File: src/rtl/bk_sub32_pipe.sv
// Two-stage pipelined subtractor: diff = a - b - bin, computed as a + ~b + ~bin with
// Brent-Kung prefix halves. Define SUB_SAT_EN to clamp diff on signed overflow.
module bk_sub32_pipe #(
    parameter int WIDTH = 32,
    parameter int TAG_W = 4
) (
    input  logic             clk,
    input  logic             rst,
    input  logic             in_valid,
    output logic             in_ready,
    input  logic [WIDTH-1:0] a,
    input  logic [WIDTH-1:0] b,
    input  logic             bin,
    input  logic [TAG_W-1:0] in_tag,
    output logic             out_valid,
    input  logic             out_ready,
    output logic [WIDTH-1:0] diff,
    output logic             bout,
    output logic             ovf,
    output logic             zero,
    output logic [TAG_W-1:0] out_tag
);

    localparam int H = WIDTH / 2;

    // Returns {carry_out, sum} of x + y + cin using an up-sweep / down-sweep prefix tree.
    function automatic logic [H:0] bk_add(input logic [H-1:0] x,
                                          input logic [H-1:0] y,
                                          input logic         cin);
        logic [H-1:0] g;
        logic [H-1:0] p;
        logic [H-1:0] p0;
        g    = x & y;
        p    = x ^ y;
        p0   = p;
        g[0] = g[0] | (p[0] & cin);
        for (int k = 0; (1 << k) < H; k++) begin
            for (int i = 0; i < H; i++) begin
                if ((i + 1) % (2 << k) == 0) begin
                    g[i] = g[i] | (p[i] & g[i - (1 << k)]);
                    p[i] = p[i] & p[i - (1 << k)];
                end
            end
        end
        for (int k = $clog2(H); k >= 0; k--) begin
            for (int i = 0; i < H; i++) begin
                if (i >= 3 * (1 << k) - 1 && (i + 1) % (2 << k) == (1 << k)) begin
                    g[i] = g[i] | (p[i] & g[i - (1 << k)]);
                end
            end
        end
        return {g[H-1], p0 ^ {g[H-2:0], cin}};
    endfunction

    logic             v1_q, v1_d;
    logic [H-1:0]     lo_q;
    logic             c_lo_q;
    logic [H-1:0]     a_hi_q;
    logic [H-1:0]     nb_hi_q;
    logic [TAG_W-1:0] tag1_q;

    logic             v2_q, v2_d;
    logic [WIDTH-1:0] diff_q, diff_d;
    logic             bout_q, bout_d;
    logic             ovf_q, ovf_d;
    logic             zero_q, zero_d;
    logic [TAG_W-1:0] tag2_q;

    logic             adv2, accept, move;
    logic [H:0]       lo_res, hi_res;
    logic [WIDTH-1:0] raw;
    logic             a_msb, b_msb;

    assign adv2     = !v2_q || out_ready;
    assign in_ready = !v1_q || adv2;
    assign accept   = in_valid && in_ready;
    assign move     = v1_q && adv2;

    assign v1_d = accept || (v1_q && !adv2);
    assign v2_d = move || (v2_q && !out_ready);

    assign lo_res = bk_add(a[H-1:0], ~b[H-1:0], ~bin);
    assign hi_res = bk_add(a_hi_q, nb_hi_q, c_lo_q);
    assign raw    = {hi_res[H-1:0], lo_q};
    assign a_msb  = a_hi_q[H-1];
    assign b_msb  = ~nb_hi_q[H-1];

    always_comb begin
        // NOTE: every always_comb output gets a default first so no path can infer a latch.
        diff_d = raw;
        bout_d = ~hi_res[H];
        ovf_d  = (a_msb != b_msb) && (raw[WIDTH-1] != a_msb);
`ifdef SUB_SAT_EN
        if (ovf_d) begin
            diff_d = a_msb ? {1'b1, {(WIDTH-1){1'b0}}} : {1'b0, {(WIDTH-1){1'b1}}};
        end
`endif
        zero_d = (diff_d == '0);
    end

    // NOTE: sequential state uses non-blocking assignments so every register samples pre-edge values.
    always_ff @(posedge clk) begin
        if (rst) begin
            v1_q    <= 1'b0;
            v2_q    <= 1'b0;
            diff_q  <= '0;
            bout_q  <= 1'b0;
            ovf_q   <= 1'b0;
            zero_q  <= 1'b0;
            tag2_q  <= '0;
        end else begin
            v1_q <= v1_d;
            v2_q <= v2_d;
            if (move) begin
                diff_q <= diff_d;
                bout_q <= bout_d;
                ovf_q  <= ovf_d;
                zero_q <= zero_d;
                tag2_q <= tag1_q;
            end
        end
    end

    // NOTE: stage-1 payload is qualified by v1_q, so it needs no reset.
    always_ff @(posedge clk) begin
        if (accept) begin
            lo_q    <= lo_res[H-1:0];
            c_lo_q  <= lo_res[H];
            a_hi_q  <= a[WIDTH-1:H];
            nb_hi_q <= ~b[WIDTH-1:H];
            tag1_q  <= in_tag;
        end
    end

    assign out_valid = v2_q;
    assign diff      = diff_q;
    assign bout      = bout_q;
    assign ovf       = ovf_q;
    assign zero      = zero_q;
    assign out_tag   = tag2_q;

endmodule
File: config.mk
export PLATFORM = sky130hd
export DESIGN_NAME = bk_sub32_pipe
export DESIGN_NICKNAME = d
export VERILOG_FILES = /design/src/rtl/bk_sub32_pipe.sv
export SDC_FILE = /design/constraint.sdc
export NUM_CORES = 1
export LEC_CHECK = 0
export BUFFER_PORTS_ARGS = -buffer_cell sky130_fd_sc_hd__buf_2
export CAP_MARGIN = 20
export CORE_ASPECT_RATIO = 2
export CORE_MARGIN = 2
export CORE_UTILIZATION = 27
export CTS_BUF_LIST = sky130_fd_sc_hd__clkbuf_8
export CTS_CLUSTER_SIZE = 25
export DETAILED_ROUTE_END_ITERATION = 12
export GPL_TIMING_DRIVEN = 0
export PLACE_DENSITY = 0.47
export SKIP_CTS_REPAIR_TIMING = 1
export SYNTH_ARGS = -nofsm -noshare
export SYNTH_HDL_FRONTEND = slang
export SYNTH_SLANG_ARGS = --single-unit
File: constraint.sdc
create_clock -name clk -period 4.7 [get_ports clk]
set_input_delay 0.235 -clock clk [delete_from_list [all_inputs] [get_ports clk]]
set_output_delay 0.235 -clock clk [all_outputs]
set_load 0.02 [all_outputs]
==> metrics, run 1 <==
first-pass GRT wire length 16530 microns; unrepaired setup endpoints after global routing no; All-Layer GR Usage 0.1231; WP data arrival 4.71 ns; f_max 0.2271 GHz; final hold vios 0; Crit Path Category flip-flop to flip-flop; syn nets 538; post-place setup slack 0.2684 ns; FF-to-FF setup slack 0.30 ns; startpoint types flip-flop; Max clock buf depth 2; number of detailed-route iterations in the first pass 4; max-cap viol count 0; port bufs 112; I/O pin count 114; synth unique cells 39; Rows 66; Die Span X 95.38 microns; root buf cell clkbuf_8; Peak VDD IR 0.0001061 V; Max transition margin 0.5235; CTS tree yes; worst slew pin tran 0.7148 ns; Post-synth EDFFs 53; design area 5544 sq um; Num CTS Buffers 9; most used flip-flop cell after synthesis edfxtp_1; Final Max Tran Viols 0; power density over cell area 334.7 nW/um^2; status completed; Placement Cell Area 5346 sq um; crit-path max cell delay 0.55 ns; worst endpoint required time 5.01 ns; Clock Sinks 94; Yosys reg bits 94; routed len/inst 13.74 microns; final setup TNS 0 ns; share of layout cells above drive strength 1 0.2409; largest net degree at the start of global routing 28; diode count 0; Final Hold Slack 0.03730 ns; fin crit period 4.403 ns; Cell Chain, Critical Path inv_1 > fa_1 > inv_1 > fa_1 > a21o_1 > and4_1 > or4_1 > a31oi_2 > o21ai_0 > fa_1 > xnor2_1 > nand4_1 > or4b_1 > or3_1 > a21oi_1; CP max stage cell or4_1; Avg Inst Size Synth 10.76 sq um; Crit. End Element flip-flop; final WL 10330 microns; Core Util, Final 0.3391; post-synthesis sequential area ratio 0.5350; synthesis-to-finish area growth 22.95%; HPWL Detailed 8411 microns; via-per-instance ratio 4.330; FF/Latch Area 2412 sq um; synthesized area 4509 sq um; total number of vias 3256; DRC Markers 0; Initial DRC Count 67; CORE AREA 16350 sq um; Post-DRT Antenna Nets 0; worst skew pair latency 0.37 ns; die area 17810 sq um; Die Ht 186.8 microns; footprint of the multi-input gates 1821 sq um; Clock Skew 0.01454 ns; CTS H-tree lvls 3; Leak 2.508 nW; asr flop ratio synth 0; Hold WC Path Type primary input to flip-flop; initial antenna violation count 0; Nets 662; Warnings, synthesis 0; final worst setup slack 0.2968 ns; cells after synthesis 419; initial cell density of the core 0.2758; gr ovfl total 0; Setup Viol. Count Final 0; cell mode on critical path fa_1; GP Congestion 0.7592; vias in the first global route 3344; final worst-path cycle share 0.9368; Worst Path Max Fanout 3; CTS clock-pin slew for the worst setup and hold paths 0.09 ns; FILL cells 1732
power by group:
| group | switching [mW] | internal, mW | total [mW] |
|---|---|---|---|
| registers | 0.0321 | 0.941 | 0.974 |
| clock network | 0.281 | 0.259 | 0.540 |
| logic | 0.198 | 0.143 | 0.342 |
| total | 0.511 | 1.34 | 1.86 |
layout make-up:
| cell class | instances | share of cell area |
|---|---|---|
| plain buffers | 13 | 0.008802 |
| clock buffers | 10 | 0.02483 |
| clock inverters | 6 | 0.01083 |
| inverters | 61 | 0.04130 |
| multi-input cells | 251 | 0.3284 |
| flip-flops and latches | 94 | 0.4351 |
| well taps | 204 | 0.04604 |
| repair buffers | 113 | 0.1047 |
cells in the mapped netlist, types with 3 or more instances:
| cell | number | share of area |
|---|---|---|
| nand2_1 | 67 | 0.056 |
| inv_1 | 61 | 0.051 |
| edfxtp_1 | 53 | 0.35 |
| dfxtp_1 | 41 | 0.18 |
| a21oi_1 | 39 | 0.043 |
| ha_1 | 28 | 0.078 |
| fa_1 | 18 | 0.080 |
| nor2_1 | 16 | 0.013 |
| xnor2_1 | 15 | 0.029 |
| clkbuf_1 | 13 | 0.011 |
| a211oi_1 | 8 | 0.013 |
| a21o_1 | 7 | 0.012 |
| o21ai_0 | 6 | 0.0067 |
| nor3_1 | 5 | 0.0055 |
| nand4_1 | 4 | 0.0055 |
| nor2b_1 | 4 | 0.0055 |
| nor4_1 | 4 | 0.0055 |
| and2_1 | 3 | 0.0042 |
cell usage in the layout (no fill, tap or decap), types with 2 or more instances in the layout:
cell      instances
clkbuf_1         13
nand2_1          67
fa_1             18
and2_1            2
nor2_1           16
nor4_1            4
xnor2_1          15
ha_1             28
nor3_1            5
o21a_1            2
buf_2           112
inv_1            62
inv_4             2
nor2b_1           4
o21ai_0           6
a21oi_1          39
a21o_1            7
nand4_1           4
edfxtp_1         53
nand2b_1          2
dfxtp_1          41
o211ai_1          2
and4_1            2
a211oi_1          8
or3_1             2
clkbuf_8         10
nand3_1           2
logic make-up after synthesis:
kind of cell             share of synthesized area
XOR/XNOR                                   0.02914
flip-flops                                  0.5350
adder cells (fa/ha/maj)                     0.1576
AND/OR/NAND/NOR                             0.1176
AO/OA/AOI/OAI                              0.09906
buffers and inverters                      0.06160
per-stage QoR:
step	power, mW	std cells
global placement	1.334	735
global route	1.969	752
floorplan	1.207	419
CTS	1.892	752
detailed placement	1.345	736
finish	1.856	752
layer usage:
metal / up-vias / share of wire / global-route usage
met5: - / 0 / 0
met4: 0 / 0.029 / 0.06209
met3: 15 / 0.044 / 0.02301
met2: 74 / 0.55 / 0.2237
met1: 1513 / 0.38 / 0.1306
li1: 1654 / - / -
flip-flops by register name, summed over array words and instances (netlist names):
signal	cells
diff	32
a_hi_q	16
lo_q	16
nb_hi_q	16
out_tag	4
tag1_q	4
bout	1
c_lo_q	1
out_valid	1
ovf	1
v1_q	1
zero	1
critical path, delay by kind of cell, from the launching register on:
family                     cells  cell delay [ns]
DFF                            1             0.37
adders and majority gates      3             1.01
xor gates and xnor gates       1             0.29
AOI/OAI and AO/OA              4             0.72
buffers and inverters          2             0.15
and+or+nand+nor                5             1.79
final timing paths:
kind,start,cells after the start,end
worst max-delay path,c_lo_q,15,zero
worst min-delay path,a[29],1,a_hi_q[13]
worst max register to register,c_lo_q,15,zero
worst min register to register,out_tag[2],2,out_tag[2]
(Power assumes the default switching activity.)
==> run 2: changes to the inputs <==
--- a/config.mk
+++ b/config.mk
@@ -14,7 +14,7 @@
 export CTS_CLUSTER_SIZE = 25
 export DETAILED_ROUTE_END_ITERATION = 12
 export GPL_TIMING_DRIVEN = 0
-export PLACE_DENSITY = 0.47
+export PLACE_DENSITY = 0.49
 export SKIP_CTS_REPAIR_TIMING = 1
 export SYNTH_ARGS = -nofsm -noshare
 export SYNTH_HDL_FRONTEND = slang
==> constraint.sdc (replaced) <==
create_clock -name clk -period 3.65 [get_ports clk]
set_input_delay 0.1825 -clock clk [delete_from_list [all_inputs] [get_ports clk]]
set_output_delay 0.1825 -clock clk [all_outputs]
set_load 0.02 [all_outputs]
==> metrics, run 2 (synthesis gave the netlist of run 1 again) <==
CTS H-tree lvls 3; WHS Path Cells 3; CTS tree yes; f_max 0.2579 GHz; CTS clock-pin slew for the worst setup and hold paths 0.10 ns; Peak VDD IR 0.0001535 V; Reg2Reg Depth 15; Num CTS Buffers 9; Clock Sinks 94; commonest non-fill, non-tap cell in the layout buf_2; Leak 2.604 nW; worst skew pair latency 0.37 ns; final WL 10330 microns; CP max stage cell or4b_4; port bufs 112; Cell Chain, Critical Path inv_2 > fa_2 > inv_2 > fa_2 > a21o_1 > and4_1 > or4_4 > a31oi_4 > o21ai_2 > fa_2 > xnor2_2 > nand4_1 > or4b_4 > or3_1 > a21oi_1; CORE AREA 16350 sq um; Setup Viol. Count Final 1; Worst Path Max Fanout 3; Final Hold Slack 0.03725 ns; FF-to-FF setup slack -0.23 ns; buffer and inverter count on the worst path 2; Final Non-Filler Cells 772; Die Ht 186.8 microns; initial cell density of the core 0.2758; Core Util, Final 0.3564; Reg-to-Reg End zero; share of layout cells above drive strength 1 0.2606; met3 usage 0.02705; DRC Markers 0; Worst path depth 15; final worst-path cycle share 1.063; met2 Track Usage GR 0.2205; Rows 66; Nets 682; total number of vias 3316; violated checks negative setup slack; max reg flops 32; number of detailed-route iterations in the first pass 4; die area 17810 sq um; max-cap viol count 0; Crit Path Category flip-flop to flip-flop; crit-path max cell delay 0.50 ns; Max transition margin 0.5997; Worst setup startpoint nb_hi_q[0]; final hold vios 0; Final Max Tran Viols 0; vias in the first global route 3343; status complete, but fails checks; worst r2r src nb_hi_q[0]; Initial DRC Count 62; Crit. End Element flip-flop; root buf cell clkbuf_8; Worst setup endpoint zero; GP Congestion 0.7826; Die Span X 95.38 microns; cell mode on critical path fa_2; diode count 0; Hold WC Path Type primary input to flip-flop; largest net degree at the start of global routing 32; power density over cell area 419.7 nW/um^2; Max clock buf depth 2; GR peak layer met2; I/O pin count 114; worst endpoint required time 3.95 ns; gr ovfl total 0; Pwr Total 2.445 mW; synthesis-to-finish area growth 29.22%; commonest cells after routing, fill and taps aside 112 x buf_2, 67 x nand2_1, 58 x inv_1; startpoint types flip-flop; worst slew pin tran 0.6004 ns; Post-DRT Antenna Nets 0; routed len/inst 13.38 microns; initial antenna violation count 0; via-per-instance ratio 4.295; final worst setup slack -0.2282 ns; All-Layer GR Usage 0.1200; first-pass GRT wire length 16130 microns; unrepaired setup endpoints after global routing yes; Global Route met1 Usage 0.1234; Clock Skew 0.01319 ns; Worst path top cell family by delay simple AND/OR/NAND/NOR gates; placed cell count 736; fin crit period 3.878 ns; WP data arrival 4.18 ns; HPWL Detailed 8412 microns
## run 2: changes by cell type in the layout (fill, tap and decap cells not counted), sizes merged
| cell | delta |
|---|---|
| clkinv | -1 |
| inv | +1 |
| dlygate4sd3 | +20 |
## run 2: worst min path at each step
stage / start / end / slack [ns]
2_1_floorplan: a[16] / a_hi_q[0] / 0.28
5_1_grt: b[28] / nb_hi_q[12] / 0.03
3_3_place_gp: a[29] / a_hi_q[13] / 0.36
6_report: in_valid / v1_q / 0.04
4_1_cts: a[31] / a_hi_q[15] / -0.05
3_5_place_dp: a[16] / a_hi_q[0] / 0.36
## run 2: per-stage QoR
stage / setup slack [ns] / TNS (ns) / area (sq um)
2_1_floorplan: -0.005736 / -0.005736 / 4527
3_3_place_gp: -0.5029 / -0.5029 / 5343
3_5_place_dp: -0.4673 / -0.4673 / 5364
4_1_cts: -0.5105 / -0.5105 / 5568
5_1_grt: -0.3904 / -0.3904 / 5827
6_report: -0.2282 / -0.2282 / 5827
## run 2: cell type report
| cell class | instances | area (sq um) |
|---|---|---|
| fillers | 1684 | 10520 |
| flip-flops and latches | 94 | 2412 |
| multi-input cells | 251 | 1897 |
| repair buffers | 133 | 780.7 |
| well taps | 204 | 255.2 |
| inverters | 61 | 229.0 |
| clock buffers | 10 | 137.6 |
| clock inverters | 6 | 66.31 |
| plain buffers | 13 | 48.80 |
## run 2: where the power goes
part / internal, mW / switching, mW / total [mW]
clock: 0.340 / 0.374 / 0.714
sequential: 1.21 / 0.0424 / 1.25
combinational: 0.211 / 0.265 / 0.476
total: 1.76 / 0.681 / 2.45
## run 2: metal layers
layer | up-vias | share of wire
met1 | 1526 | 0.38
met4 | 0 | 0.023
met3 | 13 | 0.051
met5 | - | 0
li1 | 1696 | -
met2 | 81 | 0.55
## run 2: worst register-to-register path: stages (launching register included)
cell and delay [ns]:
edfxtp_1 0.39, inv_2 0.07, fa_2 0.19, inv_2 0.04, fa_2 0.36, a21o_1 0.18
and4_1 0.17, or4_4 0.44, a31oi_4 0.19, o21ai_2 0.09, fa_2 0.40, xnor2_2 0.23
nand4_1 0.13, or4b_4 0.50, or3_1 0.32, a21oi_1 0.12
==> run 3: changes to the inputs <==
--- a/config.mk
+++ b/config.mk
@@ -9,12 +9,12 @@
 export CAP_MARGIN = 20
 export CORE_ASPECT_RATIO = 2
 export CORE_MARGIN = 2
-export CORE_UTILIZATION = 27
+export CORE_UTILIZATION = 39
 export CTS_BUF_LIST = sky130_fd_sc_hd__clkbuf_8
 export CTS_CLUSTER_SIZE = 25
 export DETAILED_ROUTE_END_ITERATION = 12
 export GPL_TIMING_DRIVEN = 0
-export PLACE_DENSITY = 0.49
+export PLACE_DENSITY = 0.65
 export SKIP_CTS_REPAIR_TIMING = 1
 export SYNTH_ARGS = -nofsm -noshare
 export SYNTH_HDL_FRONTEND = slang
==> metrics, run 3 (synthesis gave the netlist of run 1 again) <==
status complete, but fails checks; violated checks negative setup slack; I/O pin count 114; final hold vios 0; root buf cell clkbuf_8; startpoint types flip-flop; synthesis-to-finish area growth 27.75%; Clock Skew 0.01264 ns; Initial DRC Count 132; Setup Viol. Count Final 1; commonest cells after routing, fill and taps aside 112 x buf_2, 67 x nand2_1, 58 x inv_1; first-pass GRT wire length 14850 microns; combinational group share of total power 0.190; WP data arrival 4.15 ns; max reg flops 32; routed len/inst 13.64 microns; final setup TNS -0.2172 ns; final worst-path cycle share 1.060; max-cap viol count 0; post-place setup slack -0.4754 ns; die area 12490 sq um; fin crit period 3.867 ns; NetSw 0.6498 mW; Cell Chain, Critical Path inv_2 > fa_2 > inv_2 > fa_2 > a21o_1 > and4_1 > or4_4 > a31oi_4 > o21ai_1 > fa_2 > nor3b_2 > nand4_1 > or4b_4 > or3_1 > a21oi_1; worst slew pin tran 0.5937 ns; design area 5761 sq um; Post-DRT Antenna Nets 0; Rows 55; share of layout cells above drive strength 1 0.2593; DRC Markers 0; Die Span X 80.04 microns; buffer and inverter count on the worst path 2; Pwr Total 2.476 mW; Placement Cell Area 5286 sq um; Peak VDD IR 0.0001874 V; port bufs 112; gr ovfl total 0; CORE AREA 11290 sq um; crit-path max cell delay 0.50 ns; unrepaired setup endpoints after global routing yes; Worst path top cell family by delay simple AND/OR/NAND/NOR gates; Nets 681; FILL cells 1091; placed cell count 674; HPWL Detailed 7752 microns; initial cell density of the core 0.3996; number of detailed-route iterations in the first pass 4; Power Internal 1.827 mW; final WL 9674 microns; initial antenna violation count 0; f_max 0.2586 GHz; Worst Path Max Fanout 3; commonest non-fill, non-tap cell in the layout buf_2; worst skew pair latency 0.36 ns; diode count 0; Leak 2.611 nW; Final Max Tran Viols 0; via-per-instance ratio 4.712; CTS clock-pin slew for the worst setup and hold paths 0.09 ns; Num CTS Buffers 9; clock power share 0.303; GP Congestion 0.7989; Crit Path Category flip-flop to flip-flop; CTS tree yes; largest net degree at the start of global routing 32; Reg power frac 0.507; Hold WC Path Type primary input to flip-flop; Final Non-Filler Cells 709; Max transition margin 0.6042; Die Ht 156.1 microns; final worst setup slack -0.2172 ns; CTS H-tree lvls 3; power density over cell area 429.9 nW/um^2; total number of vias 3341; Max clock buf depth 2; cell mode on critical path fa_2; CP max stage cell or4b_4; vias in the first global route 3229; Clock Sinks 94; All-Layer GR Usage 0.1568; worst endpoint required time 3.93 ns; Crit. End Element flip-flop; switching share of power 0.2624
run 3: cell count changes in the layout (fill, tap and decap cells not counted), sizes merged:
| cell | previous run | this run |
|---|---|---|
| bufinv | 1 | 2 |
| inv | 65 | 62 |
| clkinv | 1 | 3 |
| dlygate4sd3 | 20 | 19 |
run 3: worst paths after layout:
| kind | startpoint | endpoint | slack [ns] | cells past startpoint |
|---|---|---|---|---|
| setup / recovery | nb_hi_q[0] | zero | -0.22 | 15 |
| hold / removal | in_tag[2] | tag1_q[2] | 0.02 | 1 |
| setup reg to reg | nb_hi_q[0] | zero | -0.22 | 15 |
| hold reg to reg | diff[10] | diff[10] | 0.45 | 2 |
run 3: final cells by class:
cell class	count	area [sq um]	share of cell area
Multi-Input combinational cell	251	1901	0.3299
Sequential cell	94	2412	0.4188
Tap cell	142	177.7	0.03084
Buffer	13	48.80	0.008471
Clock inverter	6	83.83	0.01455
Inverter	61	229.0	0.03975
Clock buffer	10	137.6	0.02389
Timing Repair Buffer	132	770.7	0.1338
run 3: power groups by stage:
stage,clock (mW),combinational [mW],sequential (mW)
detailed placement,0,0.444,1.28
finish,0.751,0.471,1.25
global placement,0,0.428,1.28
floorplan,0,0.253,1.31
global route,0.812,0.528,1.26
CTS,0.771,0.446,1.25
run 3: routing by layer:
layer	vias up	share of wire	wire, microns	global-route usage
met1	1554	0.37	3623	0.1579
met2	77	0.56	5384	0.2952
met5	-	0	0	0
met4	0	0.027	263	0.07748
li1	1693	-	-	-
met3	17	0.042	403	0.03125
run 3: per-stage QoR:
stage | hold WS (ns) | util
floorplan | 0.2814 | -
global placement | 0.3602 | 0.4665
detailed placement | 0.3613 | 0.4684
CTS | -0.02602 | 0.4880
global route | 0.005008 | 0.5104
finish | 0.02322 | 0.5104
